<file path="config.mk">
export PLATFORM = sky130hd
export DESIGN_NAME = program_loader
export DESIGN_NICKNAME = d
export VERILOG_FILES = /design/src/rtl/program_loader.sv
export SDC_FILE = /design/constraint.sdc
export NUM_CORES = 1
export LEC_CHECK = 0
export CAP_MARGIN = 15
export CORE_MARGIN = 3
export CORE_UTILIZATION = 30
export CTS_CLUSTER_DIAMETER = 60
export DETAILED_ROUTE_END_ITERATION = 10
export DONT_BUFFER_PORTS = 1
export MAX_ROUTING_LAYER = met4
export PLACE_DENSITY_LB_ADDON = 0.2
export SYNTH_ARGS = -nofsm -noshare
export SYNTH_HDL_FRONTEND = slang
export SYNTH_SLANG_ARGS = --single-unit
</file>
<file path="constraint.sdc">
create_clock -name clk -period 2.5 [get_ports clk]
set_input_delay 0.375 -clock clk [delete_from_list [all_inputs] [get_ports clk]]
set_output_delay 0.375 -clock clk [all_outputs]
set_load 0.05 [all_outputs]
</file>
<file path="src/rtl/program_loader.sv">
// Streams a block of words from a valid/ready source into RAM through the MAR/bus strobes.
// Define LOADER_VERIFY_EN to add a read-back compare state with a sticky err flag.
module program_loader #(
  parameter int unsigned DATA_W = 8,
  parameter int unsigned ADDR_W = 4
) (
  input  logic              clk,
  input  logic              clr,
  input  logic              load_start,
  input  logic [ADDR_W-1:0] load_base,
  input  logic [ADDR_W:0]   load_len,
  input  logic              abort,
  input  logic              in_valid,
  input  logic [DATA_W-1:0] in_data,
  output logic              in_ready,
  output logic              pmode,
  output logic [ADDR_W-1:0] mar_addr,
  output logic              mar_load,
  output logic [DATA_W-1:0] bus_out,
  output logic              bus_oe,
  output logic              ram_we,
  input  logic [DATA_W-1:0] bus_in,
  output logic              ram_oe,
  output logic              busy,
  output logic              done,
  output logic              err
);

  localparam int unsigned CNT_W = ADDR_W + 1;

  typedef enum logic [2:0] {
    S_IDLE     = 3'd0,
    S_SETADDR  = 3'd1,
    S_WAITDATA = 3'd2,
    S_WRITE    = 3'd3,
`ifdef LOADER_VERIFY_EN
    S_READBK   = 3'd4,
`endif
    S_DONE     = 3'd5
  } state_e;

  state_e            state_q, state_d;
  logic [ADDR_W-1:0] addr_q, addr_d;
  logic [CNT_W-1:0]  cnt_q, cnt_d;
  logic [DATA_W-1:0] data_q, data_d;
  logic              next_word;
  logic              in_prog_d;

  logic              in_ready_q, in_ready_d;
  logic              pmode_q, pmode_d;
  logic [ADDR_W-1:0] mar_addr_q, mar_addr_d;
  logic              mar_load_q, mar_load_d;
  logic [DATA_W-1:0] bus_out_q, bus_out_d;
  logic              bus_oe_q, bus_oe_d;
  logic              ram_we_q, ram_we_d;
  logic              busy_q, busy_d;
  logic              done_q, done_d;
`ifdef LOADER_VERIFY_EN
  logic              ram_oe_q, ram_oe_d;
  logic              err_q, err_d;
`endif

  // Next state, datapath, and next value of every registered output.
  always_comb begin
    state_d   = state_q;
    addr_d    = addr_q;
    cnt_d     = cnt_q;
    data_d    = data_q;
    next_word = 1'b0;
`ifdef LOADER_VERIFY_EN
    err_d     = err_q;
`endif

    case (state_q)
      S_IDLE: begin
        if (load_start) begin
          addr_d  = load_base;
          cnt_d   = load_len;
`ifdef LOADER_VERIFY_EN
          err_d   = 1'b0;
`endif
          state_d = (load_len == '0) ? S_DONE : S_SETADDR;
        end
      end
      S_SETADDR: state_d = S_WAITDATA;
      S_WAITDATA: begin
        if (in_valid && in_ready_q) begin
          data_d  = in_data;
          state_d = S_WRITE;
        end
      end
      S_WRITE: begin
`ifdef LOADER_VERIFY_EN
        state_d = S_READBK;
`else
        next_word = 1'b1;
`endif
      end
`ifdef LOADER_VERIFY_EN
      S_READBK: begin
        if (bus_in != data_q) err_d = 1'b1;
        next_word = 1'b1;
      end
`endif
      S_DONE:  state_d = S_IDLE;
      default: state_d = S_IDLE;
    endcase

    // Address wraps naturally at DEPTH through the ADDR_W-bit add.
    if (next_word) begin
      cnt_d = cnt_q - CNT_W'(1);
      if (cnt_q == CNT_W'(1)) begin
        state_d = S_DONE;
      end else begin
        addr_d  = addr_q + ADDR_W'(1);
        state_d = S_SETADDR;
      end
    end

    // Abort overrides every transition, including a same-cycle data transfer.
    if (abort && (state_q != S_IDLE)) state_d = S_IDLE;

    in_prog_d  = (state_d != S_IDLE) && (state_d != S_DONE);
    pmode_d    = in_prog_d;
    busy_d     = in_prog_d;
    done_d     = (state_d == S_DONE);
    in_ready_d = (state_d == S_WAITDATA);
    mar_load_d = (state_d == S_SETADDR);
    mar_addr_d = (state_d == S_SETADDR) ? addr_d : '0;
    bus_oe_d   = (state_d == S_WRITE);
    ram_we_d   = (state_d == S_WRITE);
    bus_out_d  = (state_d == S_WRITE) ? data_d : '0;
`ifdef LOADER_VERIFY_EN
    ram_oe_d   = (state_d == S_READBK);
`endif
  end

  always_ff @(posedge clk or posedge clr) begin
    if (clr) begin
      state_q    <= S_IDLE;
      addr_q     <= '0;
      cnt_q      <= '0;
      data_q     <= '0;
      in_ready_q <= 1'b0;
      pmode_q    <= 1'b0;
      mar_addr_q <= '0;
      mar_load_q <= 1'b0;
      bus_out_q  <= '0;
      bus_oe_q   <= 1'b0;
      ram_we_q   <= 1'b0;
      busy_q     <= 1'b0;
      done_q     <= 1'b0;
`ifdef LOADER_VERIFY_EN
      ram_oe_q   <= 1'b0;
      err_q      <= 1'b0;
`endif
    end else begin
      state_q    <= state_d;
      addr_q     <= addr_d;
      cnt_q      <= cnt_d;
      data_q     <= data_d;
      in_ready_q <= in_ready_d;
      pmode_q    <= pmode_d;
      mar_addr_q <= mar_addr_d;
      mar_load_q <= mar_load_d;
      bus_out_q  <= bus_out_d;
      bus_oe_q   <= bus_oe_d;
      ram_we_q   <= ram_we_d;
      busy_q     <= busy_d;
      done_q     <= done_d;
`ifdef LOADER_VERIFY_EN
      ram_oe_q   <= ram_oe_d;
      err_q      <= err_d;
`endif
    end
  end

  assign in_ready = in_ready_q;
  assign pmode    = pmode_q;
  assign mar_addr = mar_addr_q;
  assign mar_load = mar_load_q;
  assign bus_out  = bus_out_q;
  assign bus_oe   = bus_oe_q;
  assign ram_we   = ram_we_q;
  assign busy     = busy_q;
  assign done     = done_q;

`ifdef LOADER_VERIFY_EN
  assign ram_oe = ram_oe_q;
  assign err    = err_q;
`else
  // Read-back path absent: bus_in is intentionally ignored.
  logic unused_bus_in;
  assign unused_bus_in = ^bus_in;
  assign ram_oe        = 1'b0;
  assign err           = 1'b0;
`endif

endmodule

</file>
==> metrics.md <==
| Metric | Value |
|---|---|
| Outcome | complete, no violations |
| Crit Path Class | reg -> reg |
| Die X | approximately 80 µm |
| Worst path slowest cell | or4b_1 |
| Pin count of the biggest net entering global routing | 38 |
| PortBufs | 0 |
| Clock sink count | 37 |
| Hold Vio Cnt, Final | 0 |
| Worst-Skew Late Latency | ~0.28 ns |
| GRT Residual Overflow | 0 |
| CTS H-tree depth | 2 |
| Cell leakage power | 0.838 nW |
| DR WL/cell | between 10 and 15 µm |
| CP peak stage delay | between 0.6 and 0.7 ns |
| CTS tree | yes |
| Pwr per Cell Area | about 1200 nW/µm² |
| Number of synthesized flops with an enable pin | 0 |
| Total Power | 2.26 mW |
| HPWL after DPL | 2300 µm |
| Die area | between 6000 and 7000 µm² |
| Crit path DAT | around 2.1 ns |
| Total CTS buffers | 5 |
| Non-Filler Instances | between 200 and 250 |
| Post-layout nets | approximately 180 |
| Starting DRT DRC Count | between 40 and 50 |
| Residual DRC | 0 |
| Startpoint types | flip-flop |
| Commonest non-fill, non-tap cells in the layout | 37 x dfrtp_1, 10 x nand2_1, 9 x nor2_1 |
| P_sw | about 0.89 mW |
| Ys flop type | dfrtp_1 |
| Io pins | about 50 |
| Final wirelength | around 3100 µm |
| Syn Inst Count | between 100 and 150 |
| Relative slew slack | 0.422 |
| Hold Crit Class | in -> async |
| Drt pass-1 iters | 4 |
| CTS Hold Bufs | 0 |
| Mapped Area | between 1500 and 2000 µm² |
| Gp weighted congestion | about 0.77 |
| Detail Route Antenna Nets | 0 |
| Fin util | 0.349 |
| Share of layout cells above drive strength 1 | 0.160 |
| Clock share of power | 0.215 |
| Cell count after placement | 207 |
| Sequential share of power | 0.514 |
| Final setup fails | 0 |
| Sw Share | 0.393 |
| Tot GR Track Use | 0.107 |
| Vias per inst | 4.92 |
| Area Overhead vs Synth | 10.3% |
| Clock-pin slew on the worst setup and hold paths | about 0.07 ns |
| Clock Tree Root | clkbuf_8 |
| Clk buf depth | 2 |
| Commonest non-fill, non-tap cell in the layout | dfrtp_1 |
| VDD IR max | around 470 µV |
| Tightest Pin Transition | approximately 0.87 ns |
| Post-CTS Setup Inserts | 0 |
| CP Cell Sequence | or4b_1 -> or3_4 -> nand4b_2 -> a211oi_1 |
| FF-to-FF Start | state_q[2] |
| #FFs+latches synth | 37 |
| Antenna violations before repair | 0 |
| Post-Route Setup TNS | 0 ns |
| Worst path required time | 2.65 ns |
| First-pass GRT wire length | 5040 µm |
| CP Max Fanout | 10 |
| Setup crit end kind | flip-flop |
| Row count | 26 |
| Synth unique cells | 43 |
| Number of global-route vias before repair | 1075 |
| Fin crit period | between 1.5 and 2 ns |
| Diode count | 0 |
| Die H | around 80 µm |
| Crit path launch | state_q[2] |
| Logic pwr share | 0.271 |
| Max_cap viols | 0 |
| Initial Util | 0.316 |
| Mapped Avg Cell Area | 11.9 µm² |
| Via count | between 1000 and 1500 |
| Core ar. | 5240 µm² |
| # resized after CTS | 0 |
| Sequential-to-total area share from yosys stat | 0.559 |
| Unrepaired setup endpoints after global routing | false |
| Internal power | ~1.4 mW |
| Final slew viol count | 0 |
| Asr flop ratio synth | 1.00 |
| Max frequency | ~0.51 GHz |
| Number of synthesis warnings | 0 |
| Final Cycle Share | 0.779 |
| Clock skew | approximately 0.0068 ns |
-- cells by family after synthesis --
family	after synthesis	share of synthesized area
AND/OR/NAND/NOR	49	0.187
buffers and inverters	15	0.0537
flip-flops	37	0.559
adder cells (fa/ha/maj)	3	0.0227
multiplexers	9	0.0605
XOR/XNOR	1	0.00529
other	1	0.00227
AO/OA/AOI/OAI	24	0.109
-- routing by layer --
metal	part of all wire	routed length, µm	track usage	vias up
met5	0	0	-	-
met4	0.013	42	0.0372	0
met3	0.091	285	0.0504	7
met2	0.46	1430	0.161	42
met1	0.44	1370	0.125	507
li1	-	-	-	496
-- critical path, delay by kind of cell (launching register included) --
kind	cells	cell delay, ns
compound gates	1	0.07
flops	1	0.48
simple gates	3	1.27
-- per-stage QoR --
step	worst slack (ns)	area [µm²]	hold slack [ns]
finish	0.551	1830	0.0939
global route	0.441	1830	0.122
CTS	0.534	1830	0.103
detailed placement	0.552	1720	0.413
global placement	0.535	1720	0.402
floorplan	0.665	1660	0.454
-- synth_stat cells, types with 3 or more instances --
cell type,number,area share
a211oi_1,5,0.023
a21oi_1,6,0.018
and2_1,8,0.030
buf_4,4,0.018
dfrtp_1,37,0.56
ha_1,3,0.023
inv_1,7,0.016
mux2_2,6,0.041
nand2_1,10,0.023
nand3_1,3,0.0091
nor2_1,9,0.020
or4_1,3,0.014
-- area by class of cell --
cell class,instances,area [µm²]
Sequential cell,37,926
Clock buffer,5,68.8
Timing Repair Buffer,5,37.5
Fill cell,503,3410
Multi-Input combinational cell,88,644
Clock inverter,2,35.0
Inverter,7,26.3
Tap cell,70,87.6
-- path summary, 6_finish.rpt --
path                               end  slack (ns)  depth (start not counted)
min in group clk              cnt_q[4]        0.22                          2
hold reg to reg              data_q[1]        0.49                          1
setup reg to reg           mar_addr[1]        0.55                          4
max in group asynchronous  mar_addr[1]        2.08                          2
setup / recovery           mar_addr[1]        0.55                          4
hold / removal               data_q[5]        0.09                          2
-- registers in the layout, indices dropped and copies added (netlist names) --
| signal | cells |
|---|---|
| in_ready | 1 |
| cnt_q | 5 |
| busy | 1 |
| bus_out | 8 |
| mar_addr | 4 |
| ram_we | 1 |
| mar_load | 1 |
| addr_q | 4 |
| state_q | 3 |
| done | 1 |
| data_q | 8 |
-- power by group through the flow --
| stage | Sequential (mW) | Combinational [mW] | Clock [mW] |
|---|---|---|---|
| floorplan | 1.10 | 0.564 | 0 |
| global placement | 1.17 | 0.599 | 0 |
| detailed placement | 1.17 | 0.627 | 0 |
| CTS | 1.16 | 0.628 | 0.508 |
| global route | 1.19 | 0.692 | 0.537 |
| finish | 1.16 | 0.614 | 0.486 |
No activity file was read; power rests on OpenSTA's default activity.
